`src/rtl/slt_arbiter_pkg.sv`:
```
// Shared definitions for slt_arbiter: FSM encoding, parameter defaults and a
// modular-increment helper used for the round-robin pointer.
package slt_arbiter_pkg;

  localparam int WIRE_DEF = 32;
  localparam int NREQ_DEF = 4;
  localparam int IDW_DEF  = 2;

  typedef enum logic [1:0] {
    IDLE = 2'd0,
    CMP  = 2'd1,
    RESP = 2'd2
  } state_e;

  // (v + 1) mod n for 0 <= v < n, without a general divider.
  function automatic int unsigned wrap_inc(input int unsigned v, input int unsigned n);
    return (v + 1 >= n) ? 0 : v + 1;
  endfunction

endpackage

```
`src/rtl/rr_arbiter.sv`:
```
// Combinational round-robin arbiter: grants the first asserted request at or
// after ptr_i, wrapping modulo NREQ. ptr_i must be below NREQ.
module rr_arbiter
  import slt_arbiter_pkg::*;
#(
  parameter int NREQ = NREQ_DEF,
  parameter int IDW  = IDW_DEF
) (
  input  logic [NREQ-1:0] req_i,
  input  logic [IDW-1:0]  ptr_i,
  input  logic            en_i,
  output logic [NREQ-1:0] grant_o,
  output logic [IDW-1:0]  idx_o
);

  logic [IDW-1:0] cand [NREQ];

  // cand[k] is the requester examined k-th in priority order.
  generate
    for (genvar gi = 0; gi < NREQ; gi++) begin : g_cand
      logic [IDW:0] sum;
      assign sum      = {1'b0, ptr_i} + (IDW+1)'(gi);
      assign cand[gi] = (sum >= (IDW+1)'(NREQ)) ? IDW'(sum - (IDW+1)'(NREQ))
                                                : sum[IDW-1:0];
    end
  endgenerate

  always_comb begin
    logic found;
    found   = 1'b0;
    grant_o = '0;
    idx_o   = '0;
    for (int k = 0; k < NREQ; k++) begin
      if (!found && en_i && req_i[cand[k]]) begin
        found            = 1'b1;
        grant_o[cand[k]] = 1'b1;
        idx_o            = cand[k];
      end
    end
  end

endmodule

```
`src/rtl/slt.sv`:
```
// Sign-magnitude set-less-than: MSB is the sign, low WIRE-1 bits the magnitude.
// Result is 1 in bit 0 when a < b; upper bits are always zero.
module slt #(
  parameter int WIRE = 32
) (
  input  logic [WIRE-1:0] a_i,
  input  logic [WIRE-1:0] b_i,
  output logic [WIRE-1:0] y_o
);

  logic            sa;
  logic            sb;
  logic [WIRE-2:0] ma;
  logic [WIRE-2:0] mb;
  logic            lt;

  assign sa = a_i[WIRE-1];
  assign sb = b_i[WIRE-1];
  assign ma = a_i[WIRE-2:0];
  assign mb = b_i[WIRE-2:0];

  // -0 compares below +0, so sign alone decides whenever the signs differ.
  always_comb begin
    lt = 1'b0;
    case ({sa, sb})
      2'b10:   lt = 1'b1;
      2'b01:   lt = 1'b0;
      2'b00:   lt = (ma < mb);
      default: lt = (ma > mb);
    endcase
  end

  assign y_o = {{(WIRE-1){1'b0}}, lt};

endmodule

```
`src/rtl/slt_arbiter.sv`:
```
// Round-robin front end sharing one slt comparator among NREQ requesters.
// Optional macro SLT_ARBITER_UNSIGNED_EN adds req_uns for full-width unsigned compares.
module slt_arbiter
  import slt_arbiter_pkg::*;
#(
  parameter int WIRE = WIRE_DEF,
  parameter int NREQ = NREQ_DEF,
  parameter int IDW  = IDW_DEF
) (
  input  logic                 clk,
  input  logic                 rst_n,
  input  logic [NREQ-1:0]      req_valid,
  output logic [NREQ-1:0]      req_ready,
  input  logic [NREQ*WIRE-1:0] req_a,
  input  logic [NREQ*WIRE-1:0] req_b,
`ifdef SLT_ARBITER_UNSIGNED_EN
  input  logic [NREQ-1:0]      req_uns,
`endif
  output logic                 resp_valid,
  input  logic                 resp_ready,
  output logic [IDW-1:0]       resp_id,
  output logic [WIRE-1:0]      resp_data,
  output logic                 busy
);

  state_e          state_q, state_d;
  logic [IDW-1:0]  ptr_q, ptr_d;
  logic [IDW-1:0]  id_q, id_d;
  logic [WIRE-1:0] a_q, a_d;
  logic [WIRE-1:0] b_q, b_d;
  logic            resp_valid_q, resp_valid_d;
  logic [IDW-1:0]  resp_id_q, resp_id_d;
  logic [WIRE-1:0] resp_data_q, resp_data_d;
`ifdef SLT_ARBITER_UNSIGNED_EN
  logic            uns_q, uns_d;
`endif

  logic [WIRE-1:0] a_arr [NREQ];
  logic [WIRE-1:0] b_arr [NREQ];
  logic [NREQ-1:0] grant;
  logic [IDW-1:0]  grant_idx;
  logic            arb_en;
  logic [WIRE-1:0] slt_y;
  logic [WIRE-1:0] cmp_y;

  generate
    for (genvar gi = 0; gi < NREQ; gi++) begin : g_unpack
      assign a_arr[gi] = req_a[gi*WIRE +: WIRE];
      assign b_arr[gi] = req_b[gi*WIRE +: WIRE];
    end
  endgenerate

  // Grants only in IDLE and never while reset is asserted.
  assign arb_en = (state_q == IDLE) && rst_n;

  rr_arbiter #(
    .NREQ (NREQ),
    .IDW  (IDW)
  ) u_rr (
    .req_i   (req_valid),
    .ptr_i   (ptr_q),
    .en_i    (arb_en),
    .grant_o (grant),
    .idx_o   (grant_idx)
  );

  slt #(
    .WIRE (WIRE)
  ) u_slt (
    .a_i (a_q),
    .b_i (b_q),
    .y_o (slt_y)
  );

`ifdef SLT_ARBITER_UNSIGNED_EN
  assign cmp_y = uns_q ? {{(WIRE-1){1'b0}}, (a_q < b_q)} : slt_y;
`else
  assign cmp_y = slt_y;
`endif

  always_comb begin
    state_d      = state_q;
    ptr_d        = ptr_q;
    id_d         = id_q;
    a_d          = a_q;
    b_d          = b_q;
    resp_valid_d = resp_valid_q;
    resp_id_d    = resp_id_q;
    resp_data_d  = resp_data_q;
`ifdef SLT_ARBITER_UNSIGNED_EN
    uns_d        = uns_q;
`endif
    case (state_q)
      IDLE: begin
        if (|grant) begin
          a_d     = a_arr[grant_idx];
          b_d     = b_arr[grant_idx];
          id_d    = grant_idx;
`ifdef SLT_ARBITER_UNSIGNED_EN
          uns_d   = req_uns[grant_idx];
`endif
          state_d = CMP;
        end
      end
      CMP: begin
        resp_data_d  = cmp_y;
        resp_id_d    = id_q;
        resp_valid_d = 1'b1;
        state_d      = RESP;
      end
      RESP: begin
        if (resp_ready) begin
          resp_valid_d = 1'b0;
          ptr_d        = IDW'(wrap_inc(32'(id_q), NREQ));
          state_d      = IDLE;
        end
      end
      default: state_d = IDLE;
    endcase
  end

  always_ff @(posedge clk) begin
    if (!rst_n) begin
      state_q      <= IDLE;
      ptr_q        <= '0;
      id_q         <= '0;
      a_q          <= '0;
      b_q          <= '0;
      resp_valid_q <= 1'b0;
      resp_id_q    <= '0;
      resp_data_q  <= '0;
`ifdef SLT_ARBITER_UNSIGNED_EN
      uns_q        <= 1'b0;
`endif
    end else begin
      state_q      <= state_d;
      ptr_q        <= ptr_d;
      id_q         <= id_d;
      a_q          <= a_d;
      b_q          <= b_d;
      resp_valid_q <= resp_valid_d;
      resp_id_q    <= resp_id_d;
      resp_data_q  <= resp_data_d;
`ifdef SLT_ARBITER_UNSIGNED_EN
      uns_q        <= uns_d;
`endif
    end
  end

  assign req_ready  = grant;
  assign resp_valid = resp_valid_q;
  assign resp_id    = resp_id_q;
  assign resp_data  = resp_data_q;
  assign busy       = (state_q != IDLE);

endmodule
```
`config.mk`:
```
export PLATFORM = sky130hd
export DESIGN_NAME = slt_arbiter
export DESIGN_NICKNAME = d
export VERILOG_FILES = /design/src/rtl/slt_arbiter_pkg.sv /design/src/rtl/rr_arbiter.sv /design/src/rtl/slt.sv /design/src/rtl/slt_arbiter.sv
export SDC_FILE = /design/constraint.sdc
export NUM_CORES = 1
export LEC_CHECK = 0
export CAP_MARGIN = 20
export CORE_AREA = 2 2 116 118
export DETAILED_ROUTE_END_ITERATION = 10
export DIE_AREA = 0 0 118 120
export DONT_BUFFER_PORTS = 1
export GPL_TIMING_DRIVEN = 0
export HOLD_SLACK_MARGIN = 0.06
export PLACE_DENSITY_LB_ADDON = 0.1
export SLEW_MARGIN = 40
export SYNTH_ARGS = -nofsm -noshare
export SYNTH_HDL_FRONTEND = slang
export SYNTH_SLANG_ARGS = --single-unit
```
`constraint.sdc`:
```
create_clock -name clk -period 3.5 [get_ports clk]
set_input_delay 0.525 -clock clk [delete_from_list [all_inputs] [get_ports clk]]
set_output_delay 0.525 -clock clk [all_outputs]
set_load 0.1 [all_outputs]
```
## Word level (Yosys, flattened, before mapping)

Index checks and enable logic that the tools add are counted.

| word-level totals | value |
|---|---|
| memories | 0 |
| bits in registers | 74 |
| memory bits (read-only) | 0 |
| memory bits (writable) | 0 |
| word-level logic and storage cells | 110 |
| bits in latches | 0 |
| output and inout bits | 40 |

| cells by class | value |
|---|---|
| mux-type cells | 44 |
| bitwise logic cells | 4 |
| order comparisons | 16 |
| equality and inequality tests | 6 |
| $add $sub $neg | 8 |
| reduce and logical (&&, ||, !) cells | 24 |
| $mul | 0 |
| div/mod/pow operators | 0 |
| shift operators | 0 |

Operators by type and width:

| operator | count |
|---|---|
| binary-select mux 32 bit (select 2 bit) | 2 |
| two-way mux 32 bit | 4 |
| greater-than comparator 31 bit | 1 |
| < comparator 31 bit | 1 |
| two-way mux 2 bit | 11 |
| two-way mux 4 bit | 4 |
| greater-or-equal comparator 3 bit (second input constant) | 5 |
| logical AND 1 bit | 12 |
| < comparator 2 x 3 -> 1 bit (second input constant) | 4 |
| two-way mux 1 bit | 12 |
| OR 4 bit | 3 |
| binary-select mux 1 bit (select 2 bit) | 4 |
| demux 1 bit (select 2 bit) | 4 |
| greater-or-equal comparator 2 x 1 -> 1 bit (second input constant) | 4 |
| AND reduction 2 bit | 4 |
| subtractor 2 x 1 -> 2 bit (second input constant) | 4 |
| adder 2 x 1 -> 3 bit (second input constant) | 2 |
| adder 2 x 2 -> 3 bit (second input constant) | 2 |
| one-hot mux 2 bit (3 select lines) | 1 |
| equality test 2 x 1 -> 1 bit (second input constant) | 2 |
| equality test 2 bit (second input constant) | 2 |
| logical NOT 2 bit | 2 |
| nonzero test 2 bit | 2 |
| OR reduction 4 bit | 1 |
| other kinds (7) | 9 |

## Longest topological paths before layout

| logic depth | value |
|---|---|
| word-level depth | 22 |
| depth in mapped cells | 13 |
| depth with buffers taken out | 10 |

## Modules after synthesis

From an unflattened synthesis, not the netlist that was laid out.

| second synthesis, totals | value |
|---|---|
| cell total of the unflattened synthesis | 688 |
| area total of the unflattened synthesis | 6845.3 um2 |

By module, submodules not included:

| module | area each (um2) | cells each | sequential area each (um2) | times used |
|---|---|---|---|---|
| slt_arbiter | 5215.0 | 472 | 2102.0 | 1 |
| slt | 1073.5 | 150 | 0.0 | 1 |
| rr_arbiter | 556.8 | 66 | 0.0 | 1 |

## Worst setup path before layout

OpenSTA, ideal clock, no wires.

| timing | value |
|---|---|
| kind | reg2reg |
| from | register ptr_q[1] |
| to | register a_q[0] |
| cell stages (with the launch flop) | 13 |
| library setup time | 79 ps |
| data arrival time | 5047 ps |
| data required time | 3421 ps |
| period minus slack after synthesis | 5126 ps |
| buffers on the path | 3 |
| path slack | -1626 ps |
| path through | dfxtp_1 > inv_1 > ha_1 > mux4_2 > buf_2 > nor2b_1 > o31ai_1 > nor4_4 > inv_2 > nand2b_1 > buf_6 > buf_6 > o221ai_2 |

RTL lines:

| item | RTL line | source |
|---|---|---|
| from (decl) | slt_arbiter.sv:27 | `logic [IDW-1:0] ptr_q, ptr_d;` |
| from (signal assigned) | slt_arbiter.sv:137 | `ptr_q <= ptr_d;` |
| branches (longest 17 deep; another with adder 2 x 1 -> 3 bit) | n/a |  |
| two-way mux 4 bit (*) | rr_arbiter.sv:34 | `if (!found && en_i && req_i[cand[k]]) begin` |
| named net req_ready[0] | slt_arbiter.sv:13 | `output logic [NREQ-1:0] req_ready,` |
| OR reduction 4 bit (*) | slt_arbiter.sv:95 | `if (\|grant) begin` |
| AND reduction 2 bit (no line) (*) | n/a |  |
| to (signal assigned) | slt_arbiter.sv:127 | `a_q <= '0;` |
| to (signal assigned) | slt_arbiter.sv:139 | `a_q <= a_d;` |
| to (decl) | slt_arbiter.sv:29 | `logic [WIRE-1:0] a_q, a_d;` |

Mark *: on every way through the listed nets, which the timed path passes. The select of a mux whose other input is x is not followed.
A chain may end at the register's enable or synchronous reset.

## Final worst setup path

| timing | value |
|---|---|
| from | register ptr_q[0] |
| to | register a_q[23] |

| between the ends | value |
|---|---|
| word-level cells in the longest chain between the ends | 22 |

Ends and longest elaborated chain:

| item |
|---|
| branches (longest 22 deep; another with adder 2 x 1 -> 3 bit) |

Several ways; the timed one is not identified. The select of a mux whose other input is x is not followed.

==> results.ini <==
[setup_path]
required_ns = 3.70
path_delay_family = multiplexers
startpoint_type = flop
crit_buf_inv = 5
r2r-end = a_q[23]$_SDFFE_PN0P_
rrSetupSlack_ns = 0.14
max_stage_delay_ns = 0.55
path_class = reg -> reg
critPathCaptureType = flop
crit_path_max_fanout = 10
crit_slowest_cell = mux4_2
r2r_cells = 13
r2r_start = ptr_q[0]$_SDFFE_PN0P_
worstPathArrival_ns = 3.56
cp_cell_sequence = buf_6 -> inv_2 -> ha_4 -> mux4_2 -> buf_2 -> a211oi_1 -> mux2_1 -> a21oi_1 -> o32ai_4 -> buf_6 -> buf_6 -> mux2i_1 -> o221ai_1
crit_top_cell = buf_6

[yosys]
netlist.area_leader.share_pct = 25.1
yosysUniqueCellTypes = 49
syn_area_mm2 = 0.00590
avgSynthCellArea_um2 = 9.94
synth_flop_cell = dfxtp_1
synth-edff-count = 0
yosysWarnings = 0
asyncSetResetFlopFracSynth_pct = 0
ys_seq_elements = 74
netlist_instances = 594
synth.area.top_cells = dfxtp_1 25%, mux2i_1 23%, o221ai_2 12%, ha_1 8.5%, nand3_1 5.4%
yosysSeqAreaShare_pct = 25.1
post-synth-top-area-cell = dfxtp_1

[clocking]
cts_sinks = 74
insertion_delay_ns = 0.34
htreeDepth = 3
max-clock-path-buffers = 2
path_clk_slew_ns = 0.07
hold_buffers = 0
cts_root_buffer = clkbuf_16
cts_inserted_buffers = 9
cts_tree = yes

[sta]
finalHoldViolCount = 0
fmax_mhz = 298
final.setup.worst_slack_ns = 0.139
clock_skew_ns = 0.0142
hold_slack_ns = 0.407
rsz0062_at_grt = true
period_share_pct = 96.0
slew_violations = 0
slew_headroom_pct = 53.4
fin_crit_ns = 3.36
worst_slew_pin_slew_ns = 0.697
setup_viol = 0

[outcome]
status = finished clean

[finish]
mostFrequentLayoutCells = 122 x mux2i_1, 68 x dfxtp_1, 64 x nand3_1, 49 x o221ai_2, 43 x buf_4
layout-drive-gt1-share_pct = 26.9
nFillCells = 1188
instances_no_fill = 820
nets = 943
diodes = 0
final_common_cell = mux2i_1
areaGrowthSynthToFinish_pct = 17.1

[worst_hold_path]
worstHoldStart = req_b[11]
min_to = b_q[11]$_SDFFE_PN0P_
hold_path_class = in -> reg
hold_depth = 2

[floorplan]
core_mm2 = 0.0130
rows = 42
die_height_um = 120
num_io_pins = 303
start_util_pct = 45.5
dieArea_mm2 = 0.0142
die-width_um = 118

[pwr]
powerDensity_mw_per_mm2 = 770
ir_drop_mv = 0.327
power_leakage_nw = 2.51

[flow_run]
cap_violations = 0

[placement]
gp_congestion = 0.833
dp_slack_ns = -0.275
dp.cells = 804
dp_hpwl_um = 13800
port_buffers = 0

[drt]
drc = 0
vias = 4746
wl_um = 17600
viasPerCell = 5.79
drtIter0Drc = 201
wl_per_cell_um = 21.5
antenna_left = 0
first_pass_iters = 4

[global_route]
grt_max_degree = 20
overflow = 0
grtUsageTotal_pct = 24.1
grt_pass1_vias = 4743
grt_pass1_wl_um = 26200
antenna_found_initial = 0

==> sequential cells by signal (all words and copies together) (netlist names) <==
name	flops
a_q	32
resp_valid	1
b_q	32
id_q	2
resp_data	1
ptr_q	2
state_q	2
resp_id	2
==> final cells by class <==
type,count,area (um2),area share [%]
multi-input cells,437,4070,58.8
repair buffers,6,78.8,1.14
inverters,36,135,1.95
clock buffers,13,260,3.76
clock inverters,2,60.1,0.869
flip-flops and latches,74,1490,21.6
plain buffers,76,599,8.67
well taps,176,220,3.19
==> metrics by stage <==
| step | area (um2) | TNS [ns] | power, mW | utilization [%] |
|---|---|---|---|---|
| after floorplan | 6090 | 0 | 3.58 | - |
| after global placement | 6310 | -24.46 | 4.13 | 48.6 |
| after detailed placement | 6370 | -12.59 | 4.21 | 49.1 |
| after CTS | 6770 | -0.0468 | 5.30 | 52.1 |
| after global routing | 6910 | -0.0780 | 5.70 | 53.3 |
| final | 6910 | 0 | 5.32 | 53.3 |
==> report_power, final <==
| group | leakage (nW) | total (mW) | internal [mW] | switching [mW] |
|---|---|---|---|---|
| Clock | 0.156 | 1.02 | 0.660 | 0.357 |
| Sequential | 0.616 | 1.54 | 1.23 | 0.303 |
| Combinational | 1.74 | 2.76 | 1.15 | 1.61 |
| Total | 2.51 | 5.32 | 3.04 | 2.28 |
==> synthesized netlist by cell type, drive strengths merged (7+ instances only) <==
library cell    n
mux2i         134
dfxtp          74
buf            66
nand3          64
o221ai         64
ha             40
inv            36
nor2b          15
clkbuf         11
nand2          10
a21oi           9
a21o            8
nand4           7
==> worst max path at each step <==
stage          slack, ns  depth (start not counted)                   from              endpoint
6_report            0.14                         13  ptr_q[0]$_SDFFE_PN0P_  a_q[23]$_SDFFE_PN0P_
5_1_grt            -0.02                         14  ptr_q[0]$_SDFFE_PN0P_  b_q[30]$_SDFFE_PN0P_
4_1_cts            -0.02                         12  ptr_q[1]$_SDFFE_PN0P_  b_q[22]$_SDFFE_PN0P_
3_5_place_dp       -0.28                         12  ptr_q[1]$_SDFFE_PN0P_  b_q[22]$_SDFFE_PN0P_
3_3_place_gp       -0.44                         11  ptr_q[1]$_SDFFE_PN0P_  b_q[24]$_SDFFE_PN0P_
2_1_floorplan       0.04                         13  ptr_q[0]$_SDFFE_PN0P_   a_q[0]$_SDFFE_PN0P_
==> per-layer routing <==
layer  global-route usage, %  wire length (um)  vias up
met5                       0                 0        -
met4                    5.42               108        0
met1                    29.1              7610     2236
met3                    5.51               957        7
met2                    43.4              8930      205
li1                        -                 -     2298
==> cells by family (layout without fill, tap and decap cells) <==
group / Yosys count / count (layout) / synth area share, %
compound gates: 110 / 110 / 20.3
fa+ha+maj: 40 / 40 / 8.48
buf+inv: 113 / 133 / 10.7
flops: 74 / 74 / 25.1
mux: 139 / 139 / 24.4
other cells: 1 / 31 / 0.0635
simple gates: 117 / 117 / 10.9
==> repair_timing <==
item	4_1_cts	5_1_grt
resized for setup	23	39
cloned	0	1
pin swaps	1	0
endpoints found under the setup margin	65	65
setup buffers	1	0
(Power assumes the default switching activity.)
==> RTL edit (config.mk and constraints unchanged) <==
Make the reset (`rst_n`) asynchronous in one clocked block.
--- a/src/rtl/slt_arbiter.sv
+++ b/src/rtl/slt_arbiter.sv
@@ -119,7 +119,7 @@
     endcase
   end
 
-  always_ff @(posedge clk) begin
+  always_ff @(posedge clk or negedge rst_n) begin
     if (!rst_n) begin
       state_q      <= IDLE;
       ptr_q        <= '0;
Behaviour: differs if rst_n is asserted again (counterexample within 4 cycles, from zero or initial values and one cycle with rst_n low); with rst_n held inactive, the same outputs for 10 cycles.
==> RTL edit against the unedited design <==
Wire length up 16%. Total power increased by 51%. Clock skew down 5.4 ps. Sequential cell count unchanged. Die area did not move. Final area is 4.0% higher. Via count increased by 26%. Area after synthesis increased by 5.6%. First-iteration DRC count up 44%. Worst setup slack lost 48 ps. Critical endpoint is now id_q[1]$_DFFE_PN0P_. Largest cell class unchanged. Largest power group unchanged.
==> RTL edit: results (changes against the unedited design) <==
Parameter                              Value

Hold path
  Worst hold path class ... input pin to async pin

Synthesis
  Per-instance average area after synthesis ... 7.75 um^2 (-22%)
  Dominant cells by area after synthesis ... sky130_fd_sc_hd__dfrtp_1 30%, sky130_fd_sc_hd__nand2_1 13%, sky130_fd_sc_hd__ha_1 8.0%, sky130_fd_sc_hd__a211oi_1 7.9%, sky130_fd_sc_hd__o31ai_1 7.8%
  Most frequent cells after synthesis ... 208 x sky130_fd_sc_hd__nand2_1, 74 x sky130_fd_sc_hd__dfrtp_1, 66 x sky130_fd_sc_hd__a211oi_1, 66 x sky130_fd_sc_hd__and3_1, 65 x sky130_fd_sc_hd__o31ai_1
  Async set or reset register ratio after synthesis ... 1.00 (+1.00)
  Cell taking the most area after synthesis ... sky130_fd_sc_hd__dfrtp_1
  Most frequent cell after synthesis ... sky130_fd_sc_hd__nand2_1
  Count of different cell masters after synthesis ... 43 (-12%)
  Compound-Gate Fraction of Synth Area ... 0.206 (+0.00310)
  Mux cell area share after synthesis ... 0.0263 (-0.218)

Global routing
  Met3 Resource Use GR ... 0.0509 (-0.00428)
  Pin count of the biggest net entering global routing ... 75 (+280%)
  Met2 layer usage reported by global route ... 0.504 (+0.0701)
  First-pass GRT wire length ... 31900 um (+22%)
  All-layer global routing usage ... 0.287 (+0.0461)

Layout
  Ratio of cells with drive above 1 in the final layout ... 0.138 (-0.130)
  Area occupied by registers ... 1860 um^2 (+24%)
  Clock network area share ... 0.0413 (-0.00508)
  Non-clock inverter count in the final layout ... 37 (+2.8%)
  Final-stage net count ... 1158 (+23%)
  Clock buf count ... 11 (-2)
  Signal buffers ... 100 (+22%)
  Multi-input gate share of the layout cell area ... 0.549 (-0.0391)
  Multi-Input Combinational ... 633 (+45%)

Placed design
  Worst-case setup slack after placement ... -590 ps (-315 ps)
  Placed wire-length estimate after detailed placement ... 16300 um (+19%)
  Routability cong. ... 0.847 (+1.7%)
  Placed standard-cell area ... 6620 um^2 (+3.9%)

Worst setup path
  Maximum fanout count along the critical path ... 7 (-3)
  Worst reg2reg path endpoint ... id_q[1]$_DFFE_PN0P_
  Launching element of the worst setup path ... ptr_q[0]$_DFFE_PN0P_
  Delay of the slowest critical-path stage ... 500 ps (-50 ps)
  Slowest library cell on the worst path ... sky130_fd_sc_hd__a221o_4

Routing
  DR WL met2 ... 10200 um (+14%)
  Average routed wire per standard cell ... 19.6 um (-8.5%)
  Via count of the routed design ... 5961 (+26%)
  1st-iter DRT viols ... 290 (+44%)
  Met3 wire len ... 1290 um (+34%)
  First-pass DRT Iterations ... 5 (+1)

Pwr
  Portion of total power attributed to the clock network ... 0.115 (-0.076)
  Switching part of the total ... 0.497 (+0.0690)

Status
  Run status ... finished clean

Timing
  Max transition margin ... 0.452 (-0.0819)
  Maximum achievable frequency ... 293 MHz (-1.4%)

Clock network
  Number of buffers added to fix hold violations after cts ... 1 (+1)
  # resized after CTS ... 31 (+35%)
-- RTL edit: changes by cell type in the layout (fill, tap and decap cells not counted), moves of 14 or more --
cell	unedited run	this run
sky130_fd_sc_hd__mux2i_1	122	4
sky130_fd_sc_hd__a211oi_1	2	64
sky130_fd_sc_hd__clkbuf_2	1	15
sky130_fd_sc_hd__o221ai_2	49	0
sky130_fd_sc_hd__and2_0	0	50
sky130_fd_sc_hd__dfxtp_1	68	0
sky130_fd_sc_hd__nand3_1	64	7
sky130_fd_sc_hd__o31ai_1	0	65
sky130_fd_sc_hd__and2_1	0	15
sky130_fd_sc_hd__dfrtp_1	0	70
sky130_fd_sc_hd__and3_1	4	65
sky130_fd_sc_hd__nand2_1	9	208
sky130_fd_sc_hd__o221ai_1	15	0
